--- config.mk ---
export PLATFORM = sky130hd
export DESIGN_NAME = riscv_lsu
export DESIGN_NICKNAME = d
export VERILOG_FILES = /design/src/rtl/riscv_lsu.sv
export SDC_FILE = /design/constraint.sdc
export NUM_CORES = 1
export LEC_CHECK = 0
export ABC_AREA = 0
export CAP_MARGIN = 10
export CORE_MARGIN = 5
export CORE_UTILIZATION = 48
export CTS_CLUSTER_DIAMETER = 60
export DETAILED_ROUTE_END_ITERATION = 16
export PLACE_DENSITY = 0.94
export SLEW_MARGIN = 30
export SYNTH_ARGS = -nofsm -noshare
export SYNTH_HDL_FRONTEND = slang
export SYNTH_SLANG_ARGS = --single-unit
--- constraint.sdc ---
create_clock -name clk -period 4 [get_ports clk]
set_input_delay 0.8 -clock clk [delete_from_list [all_inputs] [get_ports clk]]
set_output_delay 0.8 -clock clk [all_outputs]
set_load 0.05 [all_outputs]
--- src/rtl/riscv_lsu.sv ---
// Load/store unit: one request/acknowledge transaction per load or store,
// with byte-lane steering, load extension and misalign/illegal/timeout status.
module riscv_lsu #(
    parameter int unsigned MAX_WAIT = 16
) (
    input  logic        clk,
    input  logic        rst_n,
    input  logic        start,
    input  logic        is_store,
    input  logic [2:0]  funct3,
    input  logic [31:0] addr,
    input  logic [31:0] wdata,
    output logic        o_busy,
    output logic        o_done,
    output logic [1:0]  o_status,
    output logic [31:0] o_rdata,
    output logic        o_mem_req,
    output logic        o_mem_we,
    output logic [31:0] o_mem_addr,
    output logic [31:0] o_mem_wdata,
    output logic [3:0]  o_mem_be,
    input  logic        mem_ack,
    input  logic [31:0] mem_rdata
);

    localparam int unsigned DW  = 32;
    localparam int unsigned BEW = 4;
    localparam int unsigned CW  = 8;

    localparam logic [1:0]    ST_OK    = 2'b00;
    localparam logic [1:0]    ST_MIS   = 2'b01;
    localparam logic [1:0]    ST_ILL   = 2'b10;
    localparam logic [1:0]    ST_TMO   = 2'b11;
    localparam logic [CW-1:0] LAST_CNT = CW'(MAX_WAIT - 1);

    typedef enum logic [1:0] {
        S_IDLE = 2'b00,
        S_REQ  = 2'b01,
        S_DONE = 2'b10
    } state_e;

    state_e          state_q, state_d;
    logic [CW-1:0]   cnt_q, cnt_d;
    logic            is_store_q, is_store_d;
    logic [2:0]      funct3_q, funct3_d;
    logic [1:0]      off_q, off_d;
    logic            busy_q, busy_d;
    logic            done_q, done_d;
    logic [1:0]      status_q, status_d;
    logic [DW-1:0]   rdata_q, rdata_d;
    logic            req_q, req_d;
    logic            we_q, we_d;
    logic [DW-1:0]   maddr_q, maddr_d;
    logic [DW-1:0]   mwdata_q, mwdata_d;
    logic [BEW-1:0]  be_q, be_d;

    logic            illegal_c;
    logic            misaligned_c;
    logic [BEW-1:0]  be_c;
    logic [DW-1:0]   lane_wdata_c;
    logic [DW-1:0]   shifted_c;
    logic [DW-1:0]   load_ext_c;

    // Decode of the incoming instruction; funct3[1:0] gives the access size.
    always_comb begin
        illegal_c    = 1'b0;
        misaligned_c = 1'b0;
        be_c         = 4'b1111;
        lane_wdata_c = wdata;
        if (is_store) begin
            illegal_c = funct3[2] || (funct3[1:0] == 2'b11);
        end else begin
            illegal_c = (funct3 == 3'b011) || (funct3 == 3'b110) || (funct3 == 3'b111);
        end
        case (funct3[1:0])
            2'b00: begin
                be_c         = BEW'(4'b0001 << addr[1:0]);
                lane_wdata_c = {4{wdata[7:0]}};
            end
            2'b01: begin
                misaligned_c = addr[0];
                be_c         = BEW'(4'b0011 << addr[1:0]);
                lane_wdata_c = {2{wdata[15:0]}};
            end
            2'b10:   misaligned_c = (addr[1:0] != 2'b00);
            default: misaligned_c = 1'b0;
        endcase
    end

    // Load data steering and extension from the latched access.
    always_comb begin
        shifted_c = mem_rdata >> {off_q, 3'b000};
        case (funct3_q)
            3'b000:  load_ext_c = {{24{shifted_c[7]}}, shifted_c[7:0]};
            3'b001:  load_ext_c = {{16{shifted_c[15]}}, shifted_c[15:0]};
            3'b100:  load_ext_c = {24'd0, shifted_c[7:0]};
            3'b101:  load_ext_c = {16'd0, shifted_c[15:0]};
            default: load_ext_c = shifted_c;
        endcase
    end

    always_comb begin
        state_d    = state_q;
        cnt_d      = cnt_q;
        is_store_d = is_store_q;
        funct3_d   = funct3_q;
        off_d      = off_q;
        busy_d     = busy_q;
        done_d     = 1'b0;
        status_d   = status_q;
        rdata_d    = rdata_q;
        req_d      = req_q;
        we_d       = we_q;
        maddr_d    = maddr_q;
        mwdata_d   = mwdata_q;
        be_d       = be_q;

        case (state_q)
            S_IDLE: begin
                if (start) begin
                    is_store_d = is_store;
                    funct3_d   = funct3;
                    off_d      = addr[1:0];
                    if (illegal_c || misaligned_c) begin
                        state_d  = S_DONE;
                        done_d   = 1'b1;
                        status_d = illegal_c ? ST_ILL : ST_MIS;
                        rdata_d  = '0;
                    end else begin
                        state_d  = S_REQ;
                        cnt_d    = '0;
                        busy_d   = 1'b1;
                        req_d    = 1'b1;
                        we_d     = is_store;
                        maddr_d  = {addr[31:2], 2'b00};
                        mwdata_d = lane_wdata_c;
                        be_d     = be_c;
                    end
                end
            end
            S_REQ: begin
                if (mem_ack || (cnt_q == LAST_CNT)) begin
                    state_d  = S_DONE;
                    done_d   = 1'b1;
                    busy_d   = 1'b0;
                    req_d    = 1'b0;
                    we_d     = 1'b0;
                    be_d     = '0;
                    if (mem_ack) begin
                        status_d = ST_OK;
                        if (!is_store_q) begin
                            rdata_d = load_ext_c;
                        end
                    end else begin
                        status_d = ST_TMO;
                        rdata_d  = '0;
                    end
                end else begin
                    cnt_d = cnt_q + CW'(1);
                end
            end
            S_DONE:  state_d = S_IDLE;
            default: state_d = S_IDLE;
        endcase
    end

    always_ff @(posedge clk or negedge rst_n) begin
        if (!rst_n) begin
            state_q    <= S_IDLE;
            cnt_q      <= '0;
            is_store_q <= 1'b0;
            funct3_q   <= '0;
            off_q      <= '0;
            busy_q     <= 1'b0;
            done_q     <= 1'b0;
            status_q   <= '0;
            rdata_q    <= '0;
            req_q      <= 1'b0;
            we_q       <= 1'b0;
            maddr_q    <= '0;
            mwdata_q   <= '0;
            be_q       <= '0;
        end else begin
            state_q    <= state_d;
            cnt_q      <= cnt_d;
            is_store_q <= is_store_d;
            funct3_q   <= funct3_d;
            off_q      <= off_d;
            busy_q     <= busy_d;
            done_q     <= done_d;
            status_q   <= status_d;
            rdata_q    <= rdata_d;
            req_q      <= req_d;
            we_q       <= we_d;
            maddr_q    <= maddr_d;
            mwdata_q   <= mwdata_d;
            be_q       <= be_d;
        end
    end

    assign o_busy      = busy_q;
    assign o_done      = done_q;
    assign o_status    = status_q;
    assign o_rdata     = rdata_q;
    assign o_mem_req   = req_q;
    assign o_mem_we    = we_q;
    assign o_mem_addr  = maddr_q;
    assign o_mem_wdata = mwdata_q;
    assign o_mem_be    = be_q;

endmodule

# Word level (Yosys, flattened, before mapping)
# Cells that the tools add are included.
# totals
word_cells	92
input_bits	104
out_inout_bits	106
ff_bits	119
# op_classes
bitwise	1
eq_ne	17
add_sub_neg	1
n_reduce_logical	17
n_mux	40
shift	3
# ops
cell	count
32-bit 2-to-1 mux	5
32-bit one-hot mux with 2 select lines	2
32-bit one-hot mux with 4 select lines	1
32-bit by 5-bit right shift with 32-bit output	1
8-bit 2-to-1 mux	3
2-bit 2-to-1 mux	8
4-bit one-hot mux with 2 select lines	2
8-bit one-hot mux with 2 select lines	1
3-bit equality test, second input constant	4
4-bit 2-to-1 mux	3
4-bit AND reduction	3
2-bit != test, second input constant	5
1-bit 2-to-1 mux	9
8-bit by 1-bit adder with 8-bit output, second input constant	1
8-bit by 4-bit equality test with 1-bit output, second input constant	1
1-bit one-hot mux with 2 select lines	4
2-bit one-hot mux with 2 select lines	2
1-bit logical OR	5
5-bit AND reduction	1
2-bit by 1-bit equality test with 1-bit output, second input constant	2
2-bit equality test, second input constant	2
2-bit logical NOT	2
2-bit AND reduction	2
2-bit nonzero test	2
8 further kinds	8

# Logic depth before layout (Yosys ltp)
# depth
ltp_word	8
mapped_depth	10
ltp_nobuf	7

# Worst setup path after synthesis
# No wires, ideal clock.
# synth_path
kind	input port to flip-flop
from	in funct3[0]
to	reg rdata_q[10], in the netlist o_rdata[10]
arrival_time_ns	2.275
path_slack_ns	1.629
required_ns	3.904
n_path_buf	3
setup_time_ns	0.096
path_stages	10
cell_sequence	inv_1 -> ha_1 -> o21ai_0 -> and4_1 -> buf_4 -> a2bb2oi_1 -> buf_2 -> buf_4 -> nand2_1 -> o31ai_1
# synth_via
elab_chain_len	7
word_cells_on_any_way	14
cone_classes	eq/ne (7); mux (2); reduce/logical (5)
# synth_lines
item	line	text
start, declared	10	input logic [2:0] funct3,
3-bit by 2-bit equality test with 1-bit output / 3-bit equality test (equally long branches)	73	illegal_c = (funct3 == 3'b011) || (funct3 == 3'b110) || (funct3 == 3'b111);
1-bit logical OR (2 in series)	73	
1-bit 2-to-1 mux	70	if (is_store) begin
1-bit logical OR (*)	124	if (illegal_c || misaligned_c) begin
2-bit != test (no line) (*)	n/a	
5-bit AND reduction (no line) (*)	n/a	
end signal, assigned	192	rdata_q <= rdata_d;
end, declared	50	logic [DW-1:0] rdata_q, rdata_d;
# Every way passes the cells marked *; elsewhere a longest branch is shown, timed or not.
# A chain may end at the register's enable or synchronous reset.

# Worst setup path in the final report
# layout_path
from	in funct3[0]
to	reg rdata_q[1], in the netlist o_rdata[1]
# The elaborated chain is that of the path after synthesis.

==> metrics.txt <==
FF-to-FF End o_rdata[27]$_DFFE_PN0P_; CTS tree built; count leader, synth nand2_1; initial antenna violation count 0; Post-Route Setup TNS 0 ns; Worst-Skew Late Latency 0.41 ns; cell accounting for the most synthesized area dfrtp_1; Yosys cell types 55; Final Skew 0.00982 ns; Post-synth top cells nand2_1 (151), dfrtp_1 (119), nor2_1 (35), mux2i_1 (24), o21ai_0 (21); Synth-to-Final Area Change 49.5%; final setup fails 0; Req. time, crit path 4.31 ns; Routed WL 18100 µm; crit-path max FO 29; hold buffer count at cts 0; Crit. Startpoint funct3[0]; leakage power 3.73 nW; status completed; Async S/R FF share, synth 1.00; # IOs 210; vias in the first global route 5429; clk buf depth 2; non-filler cells, final 918; Mapped Area 5660 µm²; Period Utilization, post-route 0.735; reg-to-reg critical path startpoint state_q[1]$_DFFE_PN0P_; H-Tree Depth 4; synth top area cells dfrtp_1 (53%), nand2_1 (10%), mux2i_1 (4.2%), a221o_1 (2.8%), o31ai_1 (2.5%); clock root buffer clkbuf_16; Starting Density 0.494; DIE AREA 14100 µm²; Fill cells 765; routability congestion estimate from global placement 0.871; drt wl/cell 19.7 µm; antenna diode count 0; IO Port Bufs 207; Total Nets Final 872; Post-CTS Setup Bufs 0; Worst IR Drop VDD 0.503 mV; HP Class in -> async; Reg2Reg Depth 5; clk slew on worst S/H paths 0.06 ns; number of synthesized flops with an enable pin 0; Slew Limit Fails 0; post-synth top area share 0.526; initial detailed-routing violation count 492; router iterations before antenna repair 6; antenna viol nets, final 0; Reg area 2980 µm²; detailed-route via count 5296; dpl hpwl 12900 µm; FP Rows 39; post-synthesis cell count 572; Critical Path AT 3.25 ns; largest net degree at the start of global routing 74; gr ovfl total 0; RSZ-0062 raised after global routing no; warnings from Yosys 0; Multi-input gate area 2470 µm²; Max Clock Freq 0.340 GHz; dpl cells 886; total power per unit cell area 774 nW/µm²; drt drc 0; Reg2Reg Setup Slack 1.41 ns; crit end category flip-flop; layout cell share with drive strength beyond 1 0.0916; post-CTS sizing 0; Worst slew margin 0.443; die span in y 119 µm; Fin. Hold Viols 0; critical path class in -> reg; crit path time final 2.94 ns; register bit count reported by yosys 119; # clock sinks 119; GRT Util Overall 0.253; Tightest Pin Transition 0.829 ns; Main synth FF type dfrtp_1; core footprint 11500 µm²; Synth Area per Inst 9.90 µm²; max cap viols 0; Die X 119 µm; TritonCTS buffer count 17; Startpoint Class primary input; first-pass GRT wire length 28800 µm; sequential element share of the synthesized area 0.526; vias per cell 5.77
==> through the flow <==
stage | hold WS (ns) | util | instance area (µm²) | power, mW | setup WS (ns)
5_1_grt | 0.488 | 0.738 | 8460 | 6.81 | 0.817
3_5_place_dp | 0.462 | 0.681 | 7810 | 4.86 | 0.667
4_1_cts | 0.462 | 0.738 | 8460 | 6.57 | 1.09
3_3_place_gp | 0.458 | 0.681 | 7810 | 4.78 | 0.782
2_1_floorplan | 0.477 | - | 5670 | 3.77 | 1.63
6_report | 0.443 | 0.738 | 8460 | 6.55 | 1.06
==> cells by family after synthesis <==
family / count (synthesis) / share of synthesized area
buf+inv: 48 / 0.0420
fa+ha+maj: 6 / 0.0133
flops: 119 / 0.526
other cells: 1 / 0.000662
compound gates: 130 / 0.170
mux: 37 / 0.0683
simple gates: 231 / 0.180
==> flip-flops by register name, summed over array words and instances, names as in the netlist <==
signal,flops
cnt_q,8
funct3_q,3
is_store_q,1
o_done,1
o_mem_addr,30
o_mem_be,4
o_mem_req,1
o_mem_wdata,32
o_mem_we,1
o_rdata,32
o_status,2
off_q,2
state_q,2
==> cell usage in the layout, fill, tap and decap left out, types with 3 or more instances in the layout <==
| cell | count |
|---|---|
| buf_4 | 6 |
| mux2i_1 | 24 |
| nand3_1 | 6 |
| bufinv_16 | 5 |
| o21ai_0 | 21 |
| a21oi_1 | 18 |
| or3_1 | 4 |
| nor2b_1 | 5 |
| a221oi_1 | 8 |
| a22oi_1 | 9 |
| o31ai_1 | 19 |
| buf_12 | 3 |
| dfrtp_1 | 118 |
| o22ai_1 | 3 |
| clkdlybuf4s50_1 | 206 |
| mux2_2 | 11 |
| a22o_1 | 4 |
| ha_1 | 6 |
| a21oi_2 | 6 |
| clkbuf_16 | 17 |
| nand2_1 | 150 |
| nor2_1 | 35 |
| nand2b_1 | 5 |
| a221o_1 | 16 |
| o21ai_1 | 6 |
| clkinvlp_4 | 3 |
| nand3b_1 | 8 |
| a31oi_1 | 8 |
| inv_1 | 3 |
==> worst max-delay path, cell delays in order <==
cell	delay (ns)
clkdlybuf4s50_1	0.54
inv_1	0.10
ha_1	0.22
o21ai_0	0.20
and4_1	0.47
a2bb2oi_4	0.52
buf_12	0.25
nand2_1	0.08
o31ai_1	0.08
==> where the power goes <==
part	total [mW]	switching, mW	internal (mW)
clock network	1.68	0.544	1.14
registers	1.87	0.291	1.58
logic	2.99	1.97	1.02
==> metal layers <==
layer | GRT usage | wire length [µm] | up-vias
met5 | 0 | 0 | -
met4 | 0.125 | 748 | 0
met3 | 0.0802 | 1580 | 58
met2 | 0.417 | 8910 | 273
met1 | 0.298 | 6850 | 2579
li1 | - | - | 2386
==> final cells by class <==
type,count,share of cell area
sequential,119,0.352
tap,143,0.0211
clock buffer,21,0.0544
multi-input combinational,406,0.292
timing repair buffer,215,0.256
inverter,3,0.00133
clock inverter,11,0.0231
==> how the worst max path moves through the flow <==
stage	to	slack (ns)
after detailed placement	o_rdata[15]$_DFFE_PN0P_	0.67
final	o_rdata[1]$_DFFE_PN0P_	1.06
after floorplan	o_rdata[10]$_DFFE_PN0P_	1.63
after global routing	o_rdata[1]$_DFFE_PN0P_	0.82
after CTS	o_rdata[15]$_DFFE_PN0P_	1.09
after global placement	o_rdata[5]$_DFFE_PN0P_	0.78
Power figures use the tool's default switching activity.
==> patch (config.mk and constraints unchanged) <==
`CW`: 8 -> 7.
--- a/src/rtl/riscv_lsu.sv
+++ b/src/rtl/riscv_lsu.sv
@@ -26,5 +26,5 @@
     localparam int unsigned DW  = 32;
     localparam int unsigned BEW = 4;
-    localparam int unsigned CW  = 8;
+    localparam int unsigned CW  = 7;
 
     localparam logic [1:0]    ST_OK    = 2'b00;
Function: same outputs for any inputs over 4 cycles, from zero or initial values and one cycle with rst_n low; that may be too few to reach the edited logic, so the function may still have changed.
==> patch against the original RTL <==
Count of clock-buffer cells in the layout fell by 3; total power up 16%; critical path type unchanged; routed wire length down 2.1%; synthesized area fell by 2.8%; clock power down 13%; register-to-register slack better by 40 ps; cell area decreased by 2.2%; first-iteration DRC count grew 0.41%; utilization down 0.69 points; via count is 7.3% lower; setup slack got worse by 220 ps; sequential cell count down 1.
==> patch: results (changes against the original RTL) <==
stage,metric,value,unit,change
yosys,yosys_warnings,0,,unchanged
sta,fin_worst_skew,6.919,ps,-2.905 ps
cts,htree_levels,4,,unchanged
detailed_routing,drt_iter0_markers,494,,+0.41%
layout,drive_gt1_frac,0.1398,,+0.04819
yosys,yosys.cell_types.count,47,,-15%
detailed_routing,first_pass_iters,5,,-1
placed_design,post_dp_cell_area,0.007701,mm²,-1.4%
worst_setup_path,cp_slowest_stage_delay,560,ps,+20 ps
yosys,synth_area_leaders,"dfrtp_1, mux2_2, mux2i_1, nor2_1, a21oi_1",,
sta,slew_headroom,0.4164,,-0.02638
yosys,yosysSeqAreaShare,0.5362,,+0.01039
global_routing,grt_usage,0.2654,,+0.01243
layout,diodes,0,,unchanged
yosys,async_flop_share,1.000,,unchanged
cts,cts_resized,0,,unchanged
worst_setup_path,r2r_setup_slack,1450,ps,+40 ps
global_routing,grt_pass1_vias,5350,,-1.5%
global_routing,grt_max_degree,76,,+2.7%
cts,insertion_delay,410,ps,about the same
placed_design,routabilityCongestion,0.8885,,+2.1%
global_routing,grt_pass1_wl,27560,µm,-4.2%
yosys,synth_commonest_cells,"dfrtp_1, mux2_2, nor2_1",,
power,total_leakage_power,3.539,nW,-5.2%
placed_design,place_hpwl,13140,µm,+2.2%
layout,nFillCells,727,,-5.0%
detailed_routing,routedWlPerCell,20.97,µm,+6.4%
layout,final_nets,799,,-8.4%
power,ir_worst_vdd,0.6790,mV,+35%
worst_setup_path,arrival,3490,ps,+240 ps
status,outcome,"finished, final reports clean",,
worst_setup_path,worst-path-max-fanout,16,,-45%
detailed_routing,via_per_inst,5.815,,+0.80%
## patch: cell types whose count changed in the layout (fill, tap and decap cells not counted), sizes merged, moves of 9 or more
| cell | before | now |
|---|---|---|
| a221o | 16 | 0 |
| mux2 | 13 | 53 |
| mux2i | 24 | 33 |
| nand2 | 152 | 28 |
| nor2 | 35 | 45 |
| o31ai | 19 | 0 |
## patch: stage by stage
| stage | power, W | setup slack [ps] | cells | hold slack, ps |
|---|---|---|---|---|
| after global routing | 0.007924 | 721.8 | 844 | 442.2 |
| final | 0.007596 | 839.2 | 844 | 398.1 |
| after detailed placement | 0.006113 | 482.7 | 813 | 484.3 |
| after global placement | 0.005989 | 623.0 | 813 | 470.4 |
| after floorplan | 0.004662 | 1502 | 488 | 457.2 |
| after CTS | 0.007620 | 902.2 | 844 | 495.9 |
## patch: critical path, delay by kind of cell
family	cells	cell delay, ps
multiplexers	1	210
AND/OR/NAND/NOR	2	920
AO/OA/AOI/OAI	2	420
adder cells (fa/ha/maj)	1	210
buffers and inverters	3	920
## patch: cells by family after synthesis
kind of cell | count (synthesis) | share of synthesized area
DFF | 118 | 0.5362
muxes | 87 | 0.1725
xor gates and xnor gates | 3 | 0.004773
other | 1 | 0.0006810
adders and majority gates | 6 | 0.01363
and+or+nand+nor | 107 | 0.09021
buffers and inverters | 46 | 0.03681
AOI/OAI and AO/OA | 119 | 0.1452
## patch: worst paths after layout
path,startpoint,end,cells after the start
max,funct3[0],o_rdata[27]$_DFFE_PN0P_,9
min,rst_n,o_rdata[4]$_DFFE_PN0P_,1
max reg2reg,off_q[1]$_DFFE_PN0P_,o_rdata[19]$_DFFE_PN0P_,4
min reg2reg,o_rdata[16]$_DFFE_PN0P_,o_rdata[16]$_DFFE_PN0P_,1
max in group asynchronous,rst_n,cnt_q[4]$_DFFE_PN0P_,2
min in group clk,o_rdata[16]$_DFFE_PN0P_,o_rdata[16]$_DFFE_PN0P_,1
## patch: area by class of cell
class                      count  area [µm²]  share of cell area
inverter                      12       45.04            0.005441
multi-input combinational    324        2362              0.2854
timing repair buffer         216        2166              0.2616
clock inverter                13       133.9             0.01617
tap                          143       178.9             0.02161
sequential                   118        2953              0.3567
clock buffer                  18       439.2             0.05305
## patch: metal layers
layer  GRT usage  up-vias  wire, µm
met1      0.2956     2348      6275
met2      0.4418      344      8599
met4      0.1346        0       714
li1            -     2159         -
met5           0        -         0
met3      0.1049       57      2114
## patch: power breakdown
| part | switching (W) | internal (W) |
|---|---|---|
| Combinational | 0.00259 | 0.00146 |
| Sequential | 0.000376 | 0.00170 |
| Clock | 0.000543 | 0.000922 |
| Total | 0.00351 | 0.00408 |
